**config.mk**
```make
export PLATFORM = sky130hd
export DESIGN_NAME = stage4ma_flat
export DESIGN_NICKNAME = d
export VERILOG_FILES = /design/src/rtl/stage4ma_if.sv /design/src/rtl/stage4ma.sv /design/src/flat_wrapper.sv
export SDC_FILE = /design/constraint.sdc
export NUM_CORES = 1
export LEC_CHECK = 0
export BUFFER_PORTS_ARGS = -buffer_cell sky130_fd_sc_hd__buf_4
export CAP_MARGIN = 0
export CORE_ASPECT_RATIO = 2
export CORE_UTILIZATION = 35
export CTS_BUF_LIST = sky130_fd_sc_hd__clkbuf_16
export DETAILED_ROUTE_END_ITERATION = 12
export PLACE_DENSITY = 0.62
export SETUP_SLACK_MARGIN = 0.05
export SLEW_MARGIN = 25
export SYNTH_ARGS = -nofsm -noshare
export SYNTH_HDL_FRONTEND = slang
export SYNTH_SLANG_ARGS = --single-unit
```
**constraint.sdc**
```tcl
create_clock -name clk -period 13.03 [get_ports clk]
set_clock_uncertainty 0.1 [all_clocks]
set_input_delay 0 -clock clk [delete_from_list [all_inputs] [get_ports clk]]
set_output_delay 0 -clock clk [all_outputs]
set_load 0.01 [all_outputs]
```
**src/rtl/stage4ma_if.sv**
```systemverilog
// Data-memory bus of the diad memory-access stage: one request/acknowledge channel.
// The stage drives the master side; data memory (or a bench model) drives the slave side.

interface stage4ma_if;
    // req rises with addr/we/wdata valid and holds them stable until a cycle
    // with ack=1; that cycle completes the transfer, and rdata is sampled then.
    logic        req;
    logic        we;
    logic [23:0] addr;
    logic [23:0] wdata;
    logic [23:0] rdata;
    logic        ack;

    modport master (output req, we, addr, wdata, input rdata, ack);
    modport slave  (input req, we, addr, wdata, output rdata, ack);
endinterface

```
**src/rtl/stage4ma.sv**
```systemverilog
// diad memory-access stage: passes ALU results through or runs one LD/ST on the memory bus.
// Optional REQ timeout with sticky fault_out is enabled by defining DIAD_MA_TIMEOUT_EN.

`ifndef OPC_R_LD
`define OPC_R_LD  8'h10
`endif
`ifndef OPC_R_ST
`define OPC_R_ST  8'h11
`endif
`ifndef OPC_I_LDi
`define OPC_I_LDi 8'h50
`endif
`ifndef OPC_I_STi
`define OPC_I_STi 8'h51
`endif
`ifndef OPC_S_HLT
`define OPC_S_HLT 8'hFF
`endif

module stage4ma #(
    parameter int unsigned TIMEOUT_CYCLES = 255
) (
    input  logic        clk,
    input  logic        rst,
    input  logic        enable_in,
    input  logic [23:0] pc_in,
    input  logic [23:0] instr_in,
    input  logic [3:0]  tgt_gp_in,
    input  logic [3:0]  tgt_sr_in,
    input  logic [23:0] result_in,
    input  logic [23:0] store_data_in,
    input  logic [3:0]  flags_in,
    input  logic        branch_taken_in,
    stage4ma_if.master  mem,
    output logic        stall_out,
    output logic        enable_out,
    output logic [23:0] pc_out,
    output logic [23:0] instr_out,
    output logic [3:0]  tgt_gp_out,
    output logic [3:0]  tgt_sr_out,
    output logic [23:0] result_out,
    output logic [3:0]  flags_out,
    output logic        branch_taken_out,
    output logic        fault_out,
    output logic        dbg_state
);

    typedef enum logic {IDLE = 1'b0, REQ = 1'b1} state_t;

    state_t      state;
    logic [23:0] h_pc;
    logic [23:0] h_instr;
    logic [3:0]  h_gp;
    logic [3:0]  h_sr;
    logic [23:0] h_result;
    logic [23:0] h_wdata;
    logic [3:0]  h_flags;
    logic        h_br;
    logic        h_store;

    logic [7:0]  opcode;
    logic        is_load;
    logic        is_store;
    logic        to_hit;

    assign opcode   = instr_in[23:16];
    assign is_load  = (opcode == `OPC_R_LD) || (opcode == `OPC_I_LDi);
    assign is_store = (opcode == `OPC_R_ST) || (opcode == `OPC_I_STi);

    // Bus outputs are decoded from state so an async reset drops them at once.
    assign stall_out = (state == REQ);
    assign dbg_state = state;
    assign mem.req   = (state == REQ);
    assign mem.we    = (state == REQ) && h_store;
    assign mem.addr  = (state == REQ) ? h_result : 24'h0;
    assign mem.wdata = (state == REQ) ? h_wdata  : 24'h0;

`ifdef DIAD_MA_TIMEOUT_EN
    localparam logic [7:0] TO_LAST = 8'(TIMEOUT_CYCLES - 1);
    logic [7:0] to_cnt;
    logic       fault_q;

    assign to_hit    = (state == REQ) && (to_cnt == TO_LAST);
    assign fault_out = fault_q;

    // Counter sits at zero in IDLE, so every REQ entry starts a fresh count.
    always_ff @(posedge clk or posedge rst) begin
        if (rst) begin
            to_cnt  <= 8'h0;
            fault_q <= 1'b0;
        end else if (state == IDLE) begin
            to_cnt <= 8'h0;
        end else if (!mem.ack) begin
            if (to_hit) fault_q <= 1'b1;
            else        to_cnt  <= to_cnt + 8'd1;
        end
    end
`else
    logic [7:0] timeout_unused;
    assign timeout_unused = 8'(TIMEOUT_CYCLES);
    assign to_hit         = 1'b0;
    assign fault_out      = 1'b0;
`endif

    always_ff @(posedge clk or posedge rst) begin
        if (rst) begin
            state            <= IDLE;
            h_pc             <= 24'h0;
            h_instr          <= 24'h0;
            h_gp             <= 4'h0;
            h_sr             <= 4'h0;
            h_result         <= 24'h0;
            h_wdata          <= 24'h0;
            h_flags          <= 4'h0;
            h_br             <= 1'b0;
            h_store          <= 1'b0;
            enable_out       <= 1'b0;
            pc_out           <= 24'h0;
            instr_out        <= 24'h0;
            tgt_gp_out       <= 4'h0;
            tgt_sr_out       <= 4'h0;
            result_out       <= 24'h0;
            flags_out        <= 4'h0;
            branch_taken_out <= 1'b0;
        end else begin
            enable_out <= 1'b0;
            case (state)
                IDLE: begin
                    if (enable_in) begin
                        if (is_load || is_store) begin
                            h_pc     <= pc_in;
                            h_instr  <= instr_in;
                            h_gp     <= tgt_gp_in;
                            h_sr     <= tgt_sr_in;
                            h_result <= result_in;
                            h_wdata  <= is_store ? store_data_in : 24'h0;
                            h_flags  <= flags_in;
                            h_br     <= branch_taken_in;
                            h_store  <= is_store;
                            state    <= REQ;
                        end else begin
                            enable_out       <= 1'b1;
                            pc_out           <= pc_in;
                            instr_out        <= instr_in;
                            tgt_gp_out       <= tgt_gp_in;
                            tgt_sr_out       <= tgt_sr_in;
                            result_out       <= result_in;
                            flags_out        <= flags_in;
                            branch_taken_out <= branch_taken_in;
                        end
                    end
                end
                REQ: begin
                    // A timeout retires the held instruction with a zero result.
                    if (mem.ack || to_hit) begin
                        state            <= IDLE;
                        enable_out       <= 1'b1;
                        pc_out           <= h_pc;
                        instr_out        <= h_instr;
                        tgt_gp_out       <= h_gp;
                        tgt_sr_out       <= h_sr;
                        flags_out        <= h_flags;
                        branch_taken_out <= h_br;
                        if (mem.ack) result_out <= h_store ? h_result : mem.rdata;
                        else         result_out <= 24'h0;
                    end
                end
                default: state <= IDLE;
            endcase
        end
    end

endmodule

```
**src/flat_wrapper.sv**
```systemverilog
// flat-port wrapper written by rule: the top's interface ports become plain ports
module stage4ma_flat 
#(
    parameter int unsigned TIMEOUT_CYCLES = 255
)
  (clk, rst, enable_in, pc_in, instr_in, tgt_gp_in, tgt_sr_in, result_in, store_data_in, flags_in, branch_taken_in, stall_out, enable_out, pc_out, instr_out, tgt_gp_out, tgt_sr_out, result_out, flags_out, branch_taken_out, fault_out, dbg_state, mem_req, mem_we, mem_addr, mem_wdata, mem_rdata, mem_ack);
  stage4ma_if mem_i ();
  input  logic clk;
  input  logic rst;
  input  logic enable_in;
  input  logic [23:0] pc_in;
  input  logic [23:0] instr_in;
  input  logic [3:0] tgt_gp_in;
  input  logic [3:0] tgt_sr_in;
  input  logic [23:0] result_in;
  input  logic [23:0] store_data_in;
  input  logic [3:0] flags_in;
  input  logic branch_taken_in;
  output logic stall_out;
  output logic enable_out;
  output logic [23:0] pc_out;
  output logic [23:0] instr_out;
  output logic [3:0] tgt_gp_out;
  output logic [3:0] tgt_sr_out;
  output logic [23:0] result_out;
  output logic [3:0] flags_out;
  output logic branch_taken_out;
  output logic fault_out;
  output logic dbg_state;
  output wire logic [$bits(mem_i.req)-1:0] mem_req;
  output wire logic [$bits(mem_i.we)-1:0] mem_we;
  output wire logic [$bits(mem_i.addr)-1:0] mem_addr;
  output wire logic [$bits(mem_i.wdata)-1:0] mem_wdata;
  input wire logic [$bits(mem_i.rdata)-1:0] mem_rdata;
  input wire logic [$bits(mem_i.ack)-1:0] mem_ack;
  assign mem_req = mem_i.req;
  assign mem_we = mem_i.we;
  assign mem_addr = mem_i.addr;
  assign mem_wdata = mem_i.wdata;
  assign mem_i.rdata = mem_rdata;
  assign mem_i.ack = mem_ack;
  stage4ma #(.TIMEOUT_CYCLES(TIMEOUT_CYCLES)) u_core (.clk(clk), .rst(rst), .enable_in(enable_in), .pc_in(pc_in), .instr_in(instr_in), .tgt_gp_in(tgt_gp_in), .tgt_sr_in(tgt_sr_in), .result_in(result_in), .store_data_in(store_data_in), .flags_in(flags_in), .branch_taken_in(branch_taken_in), .mem(mem_i), .stall_out(stall_out), .enable_out(enable_out), .pc_out(pc_out), .instr_out(instr_out), .tgt_gp_out(tgt_gp_out), .tgt_sr_out(tgt_sr_out), .result_out(result_out), .flags_out(flags_out), .branch_taken_out(branch_taken_out), .fault_out(fault_out), .dbg_state(dbg_state));
endmodule
```
**Word-level counts from Yosys, hierarchy flattened**

Cells that the tools add are included.

- Input port bits: 137
- Register bits after elaboration: 197
- Logic and storage cells: 72

- Reduce and logical (&&, ||, !) cells: 6
- Equal/unequal tests: 7
- Bitwise operators: 1
- Mux-type cells: 40

Operators with widths:

| cell | count |
|---|---|
| $mux 24 | 13 |
| $pmux 24 s2 | 3 |
| $mux 4 | 9 |
| $pmux 4 s2 | 3 |
| $eq 8x5->1 const B | 2 |
| $eq 8x7->1 const B | 2 |
| $mux 1 | 9 |
| $ne 2x2->1 const B | 3 |
| $pmux 1 s2 | 3 |
| $reduce_and 3->1 | 2 |
| $logic_or 1x1->1 | 3 |
| $logic_and 1x1->1 | 1 |
| $not 1->1 | 1 |

**Longest topological paths before layout**

Gate-level depths: netlist of run 1.

- Word-level depth: 6
- Depth in mapped cells: 6

**Worst setup path after synthesis of run 1**

No wires, ideal clock.

- Path kind: flip-flop to flip-flop
- Start point: register u_core.state (netlist: u_core.dbg_state)
- End point: register u_core.branch_taken_out
- Path buffers: 2
- Arrival time: 1,630 ps
- Setup slack: 11,172 ps
- Stages on the path, launching flop included: 5
- Clock period less this slack: 1,858 ps
- Data required time: 12,803 ps
- Cell sequence: dfrtp_1 > buf_2 > clkbuf_1 > mux2_2 > mux2_1

- Word-level cells in the longest chain between the ends: 3
- Elaborated cells between the ends (all ways): 6
- Those cells by class: eq/ne (3); mux (1); bitwise (1); reduce/logical (1)

RTL lines:

| what | line | RTL |
|---|---|---|
| from (decl) | stage4ma.sv:50 | `state_t state;` |
| from (signal assigned) | stage4ma.sv:107 | `state <= IDLE;` |
| from (signal assigned) | stage4ma.sv:140 | `state <= REQ;` |
| from (signal assigned) | stage4ma.sv:156 | `state <= IDLE;` |
| $not 1->1 (no line) | -- |  |
| $ne 2x2->1 (no line) | -- |  |
| $reduce_and 3->1 (no line) | -- |  |
| to (signal assigned) | stage4ma.sv:149 | `branch_taken_out <= branch_taken_in;` |
| to (signal assigned) | stage4ma.sv:163 | `branch_taken_out <= h_br;` |
| to (decl) | stage4ma.sv:43 | `output logic branch_taken_out,` |

Parallel ways exist; a longest one is shown, timed or not.
A chain may end at the register's enable or synchronous reset.

**Worst setup path after layout of run 1**

- Start point: register u_core.state (netlist: u_core.dbg_state)
- End point: register u_core.h_instr[16]

- Word-level cells in the longest chain between the ends: 2

RTL lines:

| what | line | RTL |
|---|---|---|
| $not 1->1 (no line) | -- |  |
| $reduce_and 3->1 (no line) | -- |  |
| to (signal assigned) | stage4ma.sv:132 | `h_instr <= instr_in;` |
| to (decl) | stage4ma.sv:52 | `logic [23:0] h_instr;` |

No other way between the ends.

==> results of run 1 <==
-- layout make-up --
cell class                 count  area [um2]
clock buffer                  17       425.4
clock inverter                14       98.84
sequential                   197        4933
fill                        2159       11760
inverter                      26       105.1
timing repair buffer         440        3714
tap                          336       420.4
multi-input combinational    408        3682
-- worst max-delay path, delay by kind of cell, from the launching register on --
kind / cells / cell delay, ns
flip-flops: 1 / 0.72
multiplexers: 1 / 0.44
buffers and inverters: 1 / 0.64
AND/OR/NAND/NOR: 2 / 1.33
-- flip-flops by register name, indices dropped and copies added (netlist names), 4 cells and up --
| signal | flops |
|---|---|
| u_core.h_flags | 4 |
| u_core.instr_out | 24 |
| u_core.tgt_sr_out | 4 |
| u_core.tgt_gp_out | 4 |
| u_core.flags_out | 4 |
| u_core.h_wdata | 24 |
| u_core.h_instr | 24 |
| u_core.h_gp | 4 |
| u_core.h_result | 24 |
| u_core.result_out | 24 |
| u_core.h_pc | 24 |
| u_core.h_sr | 4 |
| u_core.pc_out | 24 |
-- per-stage QoR --
| stage | hold WS, ns | cell area [um2] | power, uW | std cells |
|---|---|---|---|---|
| 6_report | 0.1989 | 13380 | 1497 | 1438 |
| 5_1_grt | 0.2012 | 13380 | 1573 | 1438 |
| 3_5_place_dp | 0.1133 | 11240 | 989.2 | 1247 |
| 2_1_floorplan | -0.003551 | 8977 | 864.3 | 678 |
| 4_1_cts | 0.1798 | 13360 | 1523 | 1437 |
| 3_3_place_gp | 0.1083 | 11240 | 981.7 | 1247 |
-- routing by layer --
| metal | up-vias | part of all wire (%) |
|---|---|---|
| met2 | 185 | 55 |
| met4 | 0 | 4.3 |
| li1 | 3127 | - |
| met3 | 49 | 4.0 |
| met5 | - | 0 |
| met1 | 3251 | 37 |
-- cell families after synthesis --
logic type / synth area share [%]
muxes: 33.81
DFF: 54.91
and+or+nand+nor: 5.449
buffers and inverters: 4.293
AOI/OAI and AO/OA: 1.491
other: 0.04177
-- cell usage in the layout (no fill, tap or decap), drive strengths merged --
cell type      n
dfrtp        197
nor4b          1
nand2         24
nand3          1
clkinvlp       3
nand2b         1
clkbuf        17
bufinv         1
and2          30
o21ai          1
conb           1
mux2i         49
nor3           1
nor2          48
clkinv         5
mux2         226
buf          281
inv           31
dlygate4sd3  159
a21oi         25
-- worst paths after layout --
kind                                                 from                             end  slack [ns]  cells past startpoint
max                            u_core.dbg_state$_DFF_PP0_  u_core.h_instr[16]$_DFFE_PP0P_        9.55                      4
max in group asynchronous                             rst  u_core.h_wdata[21]$_DFFE_PP0P_       11.31                      5
min                                                   rst   u_core.h_instr[1]$_DFFE_PP0P_        0.20                      3
min in group clk                             instr_in[13]  u_core.h_instr[13]$_DFFE_PP0P_        0.22                      3
max reg2reg                    u_core.dbg_state$_DFF_PP0_  u_core.h_instr[16]$_DFFE_PP0P_        9.55                      4
min reg2reg                u_core.h_instr[20]$_DFFE_PP0P_  u_core.h_instr[20]$_DFFE_PP0P_        0.37                      1
-- repair_timing --
action	CTS	global route
setup buffers	0	0
hold buffers	159	0
endpoints found under the hold margin	314	0
-- power breakdown --
group	total [uW]	switching [uW]	internal [uW]
sequential	728	37.9	690
clock	484	227	257
combinational	285	116	169
total	1500	381	1120
==> impl_summary.txt, run 1 <==
----------------------------------------------------
[Cells and area]
  Synth-to-layout area growth ... 49.03%
  Share of layout cells above drive strength 1 ... 39.84%
  Fin util ... 53.23%
  Final #Nets ... 1227
  Diodes inserted ... 0

[Timing]
  Period utilization ... 26.69%
  Number of endpoints with negative hold slack in the final report ... 0
  Highest attainable clock frequency ... 287.5 MHz
  Final setup violation count ... 0
  Headroom to the max-slew limit ... 35.85%
  RSZ-0062 raised after global routing ... false
  Worst Setup Slack, final ... 9.552 ns
  Worst-margin pin slew ... 0.9622 ns
  Setup TNS ... 0 ns
  Final critical path time including I/O delays and setup ... 3.478 ns
  Number of slew-limit violations in the final report ... 0

[Detailed routing]
  Post-detailed-route wirelength per cell ... 15.95 um
  Detailed Routing Iterations Pass 1 ... 4
  Routed vias ... 6612
  Residual DRC ... 0
  Remaining number of nets flagged by the antenna check after routing ... 0
  Overall routed net length ... 22940 um
  Via density ... 4.598
  DRT iter0 DRCs ... 144

[CTS]
  Clock tree from TritonCTS ... done
  Clock Latency Late Sink ... 0.44 ns
  Buffers from clock root to sink, at most ... 2
  Clock Pin Slew Worst Setup and Hold Paths ... 0.07 ns
  Number of clock sinks ... 197
  Number of H-tree levels ... 4
  Clock tree root driver cell ... sky130_fd_sc_hd__clkbuf_16
  Post-cts repair resize count ... 0
  Total CTS buffers ... 17

[Setup path]
  Classification of the worst setup path ... register to register
  Required time of the critical path ... 13.25 ns
  Category of the worst setup path capture point ... register
  Cell-by-cell listing of the critical path ... nor4b_2, nand3_4, buf_4, mux2_1
  Startpoint types ... register
  Max incr delay on CP ... 0.75 ns
  Cell with the biggest individual delay on the critical path ... sky130_fd_sc_hd__nand3_4
  Critical Path AT ... 3.70 ns
  Highest net fanout along the worst path ... 59

[Synthesis]
  Post-synthesis net count ... 815
  Library cells used by synthesis ... 21
  Top cells by area, synth ... sky130_fd_sc_hd__dfrtp_1 55%, sky130_fd_sc_hd__mux2_2 16%, sky130_fd_sc_hd__mux2_1 12%
  Number of warnings printed during yosys synthesis ... 0
  Leading cell type by number of instances after synthesis ... sky130_fd_sc_hd__dfrtp_1
  Most frequent cells after synthesis ... 197 x sky130_fd_sc_hd__dfrtp_1, 128 x sky130_fd_sc_hd__mux2_2, 98 x sky130_fd_sc_hd__mux2_1, 49 x sky130_fd_sc_hd__mux2i_1, 48 x sky130_fd_sc_hd__nor2_1
  Post-synthesis instance area ... 0.008977 mm2
  Mean area per synthesized cell ... 13.24 um2
  Synth Register Bits ... 197
  Share of async-settable or async-resettable flops after synthesis ... 100.0%
  Library cell occupying the most area in the post-synthesis netlist ... sky130_fd_sc_hd__dfrtp_1
  Synthesized netlist cell count ... 678
  Area share of the largest cell type after synthesis ... 54.91%
  Number of flops mapped to enable cells by yosys ... 0
  Seq/Total Area, Yosys ... 54.91%
  Dominant register cell in the synthesized netlist ... sky130_fd_sc_hd__dfrtp_1

[Floorplan]
  Starting density of the core ... 35.71%
  DIE AREA ... 0.02633 mm2
  Floorplan core area ... 0.02514 mm2
  Cell Rows ... 82
  Number of primary I/O pins ... 276
  Horizontal die dimension ... 115.2 um
  Vertical die dimension ... 228.5 um

[Global route]
  Global routing met2 resource utilization ... 33.08%
  M3 GR Usage ... 4.137%
  Wire length of the first global-routing pass ... 36360 um
  Met1 routing resource usage after global routing ... 19.08%
  Vias in the first global route ... 6991
  Layer carrying the most global-route usage ... met2
  Pin count of the biggest net entering global routing ... 127
  Global route overflow ... 0
  Total GRT Usage ... 18.30%
  Number of antenna violations at the first check in global routing ... 0

[Worst hold path]
  Path type of the worst min-delay path ... primary input to asynchronous set/reset pin

[Place]
  Pre-CTS setup slack ... 9.517 ns
  Detailed Place HPWL ... 15050 um
  Count of buffers from port buffering ... 274
  GPL Wtd Cong ... 0.7454

[Job]
  Number of max-cap violations ... 0

[Power and ir drop]
  Leakage Power ... 0.006537 uW
  Worst vdd ir ... 0.1198 mV
  Total power per unit cell area ... 111.9 mW/mm2

[Status]
  Outcome ... complete, no violations

----------------------------------------------------
Power figures use the tool's default switching activity.
==> run 2, diff against run 1 <==
- clock period: 13.03 -> 3.5 ns (I/O delays scaled with it)
==> run 2 against run 1 <==
Final cell count hardly changed. Highest routed layer unchanged. Hold slack worse by 0.10 ns. Clock-buffer cell count stayed put.
==> impl_summary.txt, run 2 (synthesis results as in run 1) <==
----------------------------------------------------
[CTS]
  Hold_buf cts ... 159 (unchanged)
  Buffers from clock root to sink, at most ... 2 (unchanged)
  Number of clock sinks ... 197 (unchanged)
  Setup repair bufs after CTS ... 0 (unchanged)
  Clock Pin Slew Worst Setup and Hold Paths ... 0.07 ns (about the same)
  Total CTS buffers ... 17 (unchanged)
  Clock tree root driver cell ... sky130_fd_sc_hd__clkbuf_16
  Post-cts repair resize count ... 0 (unchanged)
  Clock Latency Late Sink ... 0.45 ns (about the same)
  Clock tree from TritonCTS ... done
  Number of H-tree levels ... 4 (unchanged)

[Floorplan]
  Horizontal die dimension ... 115.2 um (unchanged)
  DIE AREA ... 0.02633 mm2 (unchanged)
  Starting density of the core ... 35.71% (unchanged)
  Number of primary I/O pins ... 276 (unchanged)
  Floorplan core area ... 0.02514 mm2 (unchanged)
  Cell Rows ... 82 (unchanged)
  Vertical die dimension ... 228.5 um (unchanged)

[Global route]
  Vias in the first global route ... 7158 (+2.4%)
  Global route overflow ... 0 (unchanged)
  Wire length of the first global-routing pass ... 37320 um (+2.6%)
  Number of antenna violations at the first check in global routing ... 0 (unchanged)
  Pin count of the biggest net entering global routing ... 139 (+9.4%)
  Total GRT Usage ... 18.82% (+0.52 points)

[Timing]
  RSZ-0062 raised after global routing ... false
  Worst-margin pin slew ... 0.8475 ns (-0.1147 ns)
  Final critical path time including I/O delays and setup ... 2.659 ns
  Number of slew-limit violations in the final report ... 0 (unchanged)
  Highest attainable clock frequency ... 376.1 MHz
  Period utilization ... 75.98%
  Final setup violation count ... 0 (unchanged)
  Number of endpoints with negative hold slack in the final report ... 0 (unchanged)
  Worst slack on hold paths ... 0.09579 ns (-0.1031 ns)
  Headroom to the max-slew limit ... 43.44% (+7.6 points)
  Setup TNS ... 0 ns (unchanged)
  Worst Setup Slack, final ... 0.8408 ns (-8.711 ns)

[Power and ir drop]
  Worst vdd ir ... 0.4898 mV (+310%)
  Total power per unit cell area ... 423.5 mW/mm2 (+280%)
  Leakage Power ... 0.006553 uW (+0.24%)
  Share of total power consumed by net switching ... 25.55% (+0.13 points)
  Net Sw Power ... 1456 uW (+280%)
  Sequential Power Share ... 47.6% (-1.0 points)
  Cell-internal power ... 4243 uW (+280%)
  Pwr Total ... 5699 uW (+280%)
  Logic gate share of total power ... 18.7% (-0.3 points)
  Part of the power in the clock network ... 33.7% (+1.4 points)

[Worst hold path]
  Number of stages on the worst hold path ... 4
  Endpoint, Worst Hold ... u_core.dbg_state$_DFF_PP0_
  Path type of the worst min-delay path ... primary input to register
  Worst Hold Launch ... enable_in

[Detailed routing]
  Post-detailed-route wirelength per cell ... 16.34 um (+2.4%)
  Detailed Routing Iterations Pass 1 ... 4 (unchanged)
  Residual DRC ... 0 (unchanged)
  Routed vias ... 6717 (+1.6%)
  Remaining number of nets flagged by the antenna check after routing ... 0 (unchanged)
  DRT iter0 DRCs ... 213 (+48%)
  Via density ... 4.668 (+1.5%)
  Overall routed net length ... 23510 um (+2.5%)

[Job]
  Number of max-cap violations ... 0 (unchanged)

[Setup path]
  Cell with the biggest individual delay on the critical path ... sky130_fd_sc_hd__inv_1
  Highest net fanout along the worst path ... 138 (+130%)
  Worst path buffer plus inverter count ... 3 (+2)
  Terminus of the critical flop-to-flop path ... u_core.h_result[2]$_DFFE_PP0P_
  Cell-by-cell listing of the critical path ... buf_12, inv_1, nor2_1, buf_4
  Count of cells along the worst register-to-register path ... 4 (unchanged)
  Required time of the critical path ... 3.40 ns (-9.85 ns)
  R2R setup slack ... 1.30 ns (-8.25 ns)
  Startpoint types ... register
  Category of the worst setup path capture point ... primary output
  Launching point of the worst reg2reg path ... u_core.dbg_state$_DFF_PP0_
  Cell family with most CP delay ... buffers and inverters
  Max incr delay on CP ... 0.59 ns (-0.16 ns)
  Critical Path AT ... 2.56 ns (-1.14 ns)
  Classification of the worst setup path ... register to primary output

[Status]
  Outcome ... complete, no violations

[Place]
  Count of buffers from port buffering ... 274 (unchanged)
  Detailed Place HPWL ... 14630 um (-2.8%)
  GPL Wtd Cong ... 0.7537 (+1.1%)
  Instance area at placement ... 0.01130 mm2 (+0.48%)
  Pre-CTS setup slack ... 1.188 ns (-8.329 ns)

[Cells and area]
  Commonest non-fill, non-tap cell in the layout ... sky130_fd_sc_hd__buf_4
  Final #Nets ... 1227 (unchanged)
  Share of layout cells above drive strength 1 ... 40.25% (+0.42 points)
  Synth-to-layout area growth ... 49.91%
  Cell area after layout ... 0.01346 mm2 (+0.59%)
  Diodes inserted ... 0 (unchanged)
  Most frequent cells in the layout ... 276 x sky130_fd_sc_hd__buf_4, 196 x sky130_fd_sc_hd__dfrtp_1, 159 x sky130_fd_sc_hd__dlygate4sd3_1

----------------------------------------------------
==> run 2: cell count changes in the layout (fill, tap and decap cells not counted), moves of 2 or more <==
cell and change:
sky130_fd_sc_hd__clkinvlp_4 +2, sky130_fd_sc_hd__buf_12 +3, sky130_fd_sc_hd__buf_4 -4, sky130_fd_sc_hd__inv_1 -3, sky130_fd_sc_hd__clkinv_2 +2
==> run 2: power groups by stage <==
stage | sequential [uW] | combinational (uW) | clock (uW)
after CTS | 2710 | 1080 | 2010
after floorplan | 2780 | 438 | 0
final | 2710 | 1070 | 1920
after detailed placement | 2760 | 932 | 0
after global routing | 2750 | 1160 | 2090
after global placement | 2740 | 917 | 0
==> run 2: through the flow <==
| stage | utilization [%] | cells |
|---|---|---|
| after floorplan | - | 678 |
| after global placement | 44.94 | 1248 |
| after detailed placement | 44.94 | 1248 |
| after CTS | 53.52 | 1439 |
| after global routing | 53.54 | 1439 |
| final | 53.54 | 1439 |
==> run 2: area by class of cell <==
type	count	area [um2]
multi-input cells	408	3682
inverters	26	101.3
clock inverters	15	140.1
repair buffers	440	3755
clock buffers	17	425.4
well taps	336	420.4
fillers	2206	11680
flip-flops and latches	197	4933
==> run 2: worst reg2reg max path: stages, from the launching register on <==
cell and delay (ns):
sky130_fd_sc_hd__dfrtp_4 0.51, sky130_fd_sc_hd__nor4b_2 0.53, sky130_fd_sc_hd__nand3_4 0.12, sky130_fd_sc_hd__buf_6 0.30, sky130_fd_sc_hd__mux2_1 0.52
==> run 2: worst max-delay path by stage <==
stage / end / slack [ns] / from / cells past startpoint
floorplan: u_core.branch_taken_out$_DFFE_PP0P_ / 0.85 / rst / 1
CTS: mem_wdata[17] / 0.82 / u_core.dbg_state$_DFF_PP0_ / 4
detailed placement: u_core.h_result[2]$_DFFE_PP0P_ / 1.19 / u_core.dbg_state$_DFF_PP0_ / 4
finish: mem_wdata[17] / 0.84 / u_core.dbg_state$_DFF_PP0_ / 4
global route: mem_wdata[4] / 0.72 / u_core.dbg_state$_DFF_PP0_ / 4
global placement: u_core.h_instr[13]$_DFFE_PP0P_ / 1.24 / u_core.dbg_state$_DFF_PP0_ / 4
==> run 2: routing by layer <==
metal	vias to the layer above	part of all wire, %	GRT usage, %	routed length [um]
met5	-	0	0	0
met4	0	4.3	10.31	1005
met3	48	4.3	4.057	1019
met2	196	55	34.79	13020
met1	3337	36	19.07	8463
li1	3136	-	-	-
==> run 3, diff against run 2 <==
- ABC_AREA: not set -> 1
- PLACE_DENSITY: 0.62 -> 0.64
- clock period: 3.5 -> 2.28 ns (I/O delays scaled with it)
==> run 3 against run 2 <==
Register-to-register slack worse by 0.99 ns. Clock power increased by 54%. Clock-buffer cell count did not move. Routed wire length rose by 28%. Critical path type is now primary input to register. Largest power group unchanged. Power increased by 53%. Synthesized area rose by 5.7%. First-iteration DRC count is 130% higher. Final cell count up 36%. Non-clock buffer count grew 16. Worst setup slack worse by 0.55 ns.
==> impl_summary.txt, run 3 <==
----------------------------------------------------
[Status]
  Outcome ... complete, no violations

[Synthesis]
  Synthesized netlist cell count ... 1201 (+77%)
  Post-synthesis simple-gate area fraction ... 25.41% (+20 points)
  XOR/XNOR share of the synthesized area ... 0% (unchanged)
  Post-synthesis instance area ... 0.009488 mm2 (+5.7%)
  Mean area per synthesized cell ... 7.900 um2 (-40%)
  Portion of netlist area occupied by mux cells ... 0% (-34 points)
  Number of flops mapped to enable cells by yosys ... 0 (unchanged)
  Number of warnings printed during yosys synthesis ... 0 (unchanged)
  Seq/Total Area, Yosys ... 51.96% (-3.0 points)
  Post-synthesis net count ... 1338 (+64%)
  Dominant register cell in the synthesized netlist ... sky130_fd_sc_hd__dfrtp_1
  Area fraction in compound gates after synthesis ... 11.45% (+10 points)
  Library cells used by synthesis ... 18 (-14%)
  Most frequent cells after synthesis ... 438 x sky130_fd_sc_hd__nand2_1, 197 x sky130_fd_sc_hd__dfrtp_1, 142 x sky130_fd_sc_hd__inv_1, 89 x sky130_fd_sc_hd__o21ai_0, 88 x sky130_fd_sc_hd__nand3_1
  Library cell occupying the most area in the post-synthesis netlist ... sky130_fd_sc_hd__dfrtp_1
  Leading cell type by number of instances after synthesis ... sky130_fd_sc_hd__nand2_1
  Top cells by area, synth ... sky130_fd_sc_hd__dfrtp_1 52%, sky130_fd_sc_hd__nand2_1 17%, sky130_fd_sc_hd__inv_1 5.6%
  Largest family of logic cells by synthesized area ... simple AND/OR/NAND/NOR gates
  Share of async-settable or async-resettable flops after synthesis ... 100.0% (unchanged)
  Synth Register Bits ... 197 (unchanged)
  Area share of the largest cell type after synthesis ... 51.96% (-3.0 points)
  Adder and majority cell fraction of the synthesized area ... 0% (unchanged)

[Setup path]
  Classification of the worst setup path ... primary input to register
  R2R setup slack ... 0.31 ns (-0.99 ns)
  Number of gates on the worst path with buffers counted ... 9 (+5)
  Required time of the critical path ... 2.57 ns (-0.83 ns)
  Category of the worst setup path capture point ... register
  Count of cells along the worst register-to-register path ... 5 (+1)
  Startpoint types ... primary input
  Cell-by-cell listing of the critical path ... dlygate4sd3_1, buf_4, inv_1, nand3_1, nor2_4, buf_4, nand4_1, dlygate4sd3_1, nand2_1
  Highest net fanout along the worst path ... 25 (-82%)
  Worst path buffer plus inverter count ... 5 (+2)
  Cell family with most CP delay ... buffers and inverters
  Cell with the biggest individual delay on the critical path ... sky130_fd_sc_hd__dlygate4sd3_1
  Max incr delay on CP ... 0.60 ns (about the same)
  Critical Path AT ... 2.28 ns (-0.28 ns)

[Global route]
  Number of antenna violations at the first check in global routing ... 2 (+2)
  Wire length of the first global-routing pass ... 48780 um (+31%)
  Pin count of the biggest net entering global routing ... 94 (-32%)
  Vias in the first global route ... 9661 (+35%)
  Global route overflow ... 0 (unchanged)
  Total GRT Usage ... 22.43% (+3.6 points)

[Worst hold path]
  Number of stages on the worst hold path ... 5 (+1)
  Path type of the worst min-delay path ... primary input to register

[Detailed routing]
  Remaining number of nets flagged by the antenna check after routing ... 0 (unchanged)
  Routed vias ... 9358 (+39%)
  Via density ... 4.799 (+2.8%)
  Detailed Routing Iterations Pass 1 ... 5 (+1)
  DRT iter0 DRCs ... 481 (+130%)
  Post-detailed-route wirelength per cell ... 15.49 um (-5.2%)
  Overall routed net length ... 30210 um (+28%)
  Residual DRC ... 0 (unchanged)

[Floorplan]
  Horizontal die dimension ... 118.4 um (+2.8%)
  Number of primary I/O pins ... 276 (unchanged)
  Cell Rows ... 84 (+2.4%)
  Vertical die dimension ... 234.8 um (+2.8%)
  DIE AREA ... 0.02781 mm2 (+5.6%)
  Starting density of the core ... 35.82% (+0.11 points)
  Floorplan core area ... 0.02649 mm2 (+5.4%)

[Timing]
  Number of slew-limit violations in the final report ... 0 (unchanged)
  Worst-margin pin slew ... 0.8392 ns (-0.008269 ns)
  Final critical path time including I/O delays and setup ... 1.992 ns
  Number of endpoints with negative hold slack in the final report ... 0 (unchanged)
  Highest attainable clock frequency ... 502.0 MHz
  Worst Setup Slack, final ... 0.2880 ns (-0.5529 ns)
  Period utilization ... 87.37%
  Setup TNS ... 0 ns (unchanged)
  Headroom to the max-slew limit ... 44.05% (+0.61 points)
  Final setup violation count ... 0 (unchanged)
  RSZ-0062 raised after global routing ... false

[Place]
  Count of buffers from port buffering ... 274 (unchanged)
  GPL Wtd Cong ... 0.8043 (+6.7%)
  Instance area at placement ... 0.01175 mm2 (+4.0%)
  Detailed Place HPWL ... 19060 um (+30%)
  Pre-CTS setup slack ... 0.4899 ns (-0.6979 ns)

[Job]
  Number of max-cap violations ... 0 (unchanged)

[Cells and area]
  Share of layout cells above drive strength 1 ... 23.32% (-17 points)
  Final #Nets ... 1728 (+41%)
  Number of fillers in the final layout ... 2481 (+12%)
  Synth-to-layout area growth ... 46.71%
  Commonest non-fill, non-tap cell in the layout ... sky130_fd_sc_hd__nand2_1
  Area taken by multi-input logic gates ... 0.003525 mm2 (-4.3%)
  Area occupied by registers ... 0.004933 mm2 (unchanged)
  Fin util ... 52.56% (-0.98 points)
  Cell area after layout ... 0.01392 mm2 (+3.4%)
  Most frequent cells in the layout ... 438 x sky130_fd_sc_hd__nand2_1, 288 x sky130_fd_sc_hd__buf_4, 196 x sky130_fd_sc_hd__dfrtp_1

[CTS]
  Clock Pin Slew Worst Setup and Hold Paths ... 0.07 ns (about the same)
  Number of H-tree levels ... 4 (unchanged)
  Clock tree from TritonCTS ... done
  Total CTS buffers ... 17 (unchanged)
  Clock Latency Late Sink ... 0.44 ns (about the same)
  Hold_buf cts ... 160 (+0.63%)
  Number of clock sinks ... 197 (unchanged)
  Post-cts repair resize count ... 0 (unchanged)
  Setup repair bufs after CTS ... 0 (unchanged)
  Clock tree root driver cell ... sky130_fd_sc_hd__clkbuf_16
  Buffers from clock root to sink, at most ... 2 (unchanged)

[Power and ir drop]
  Worst vdd ir ... 0.4623 mV (-5.6%)
  Leakage Power ... 0.007553 uW (+15%)
  Pwr Total ... 8729 uW (+53%)
  Total power per unit cell area ... 627.1 mW/mm2 (+48%)

----------------------------------------------------
==> run 3: worst reg2reg max path, cell delays in order (launching register included) <==
cell,delay [ns]
sky130_fd_sc_hd__dfrtp_4,0.52
sky130_fd_sc_hd__nor2_4,0.25
sky130_fd_sc_hd__buf_4,0.23
sky130_fd_sc_hd__nand4_1,0.15
sky130_fd_sc_hd__dlygate4sd3_1,0.60
sky130_fd_sc_hd__nand2_1,0.06
==> run 3: power by group <==
part	leakage [uW]	internal, uW	switching (uW)	total (uW)
Sequential	0.00252	3900	268	4160
Combinational	0.00475	806	803	1610
Clock	0.000281	1600	1360	2960
==> run 3: final cells by class <==
class                      instances  share of cell area, %
antenna                            2                0.03596
clock buffer                      17                  3.056
clock inverter                    15                  1.007
multi-input combinational        777                  25.32
tap                              344                  3.092
timing repair buffer             456                  28.19
inverter                         142                  3.856
sequential                       197                  35.44
==> run 3: worst paths after layout <==
path / start / endpoint
worst max-delay path: instr_in[23] / u_core.h_wdata[9]$_DFFE_PP0P_
worst min-delay path: enable_in / u_core.h_result[0]$_DFFE_PP0P_
worst max register to register: u_core.dbg_state$_DFF_PP0_ / u_core.h_wdata[9]$_DFFE_PP0P_
worst min register to register: u_core.h_instr[20]$_DFFE_PP0P_ / u_core.h_instr[20]$_DFFE_PP0P_
max in group asynchronous: rst / u_core.instr_out[17]$_DFFE_PP0P_
min in group asynchronous: rst / u_core.h_pc[1]$_DFFE_PP0P_
==> run 3: logic make-up after synthesis <==
kind of cell | Yosys count
simple gates | 589
buf+inv | 227
flops | 197
compound gates | 187
other cells | 1
==> run 3: through the flow <==
stage,hold slack [ns],cells
3_5_place_dp,-0.1216,1756
3_3_place_gp,-0.1169,1756
6_report,0.1681,1950
2_1_floorplan,-0.003551,1201
4_1_cts,0.1471,1948
5_1_grt,0.1770,1950
==> run 3: per-layer routing <==
metal  vias to the layer above  track usage, %  wire (um)
li1                       4511               -          -
met1                      4415           23.81      11320
met2                       335           40.04      15920
met3                        97           3.471       1141
met4                         0           15.92       1825
met5                         -               0          0
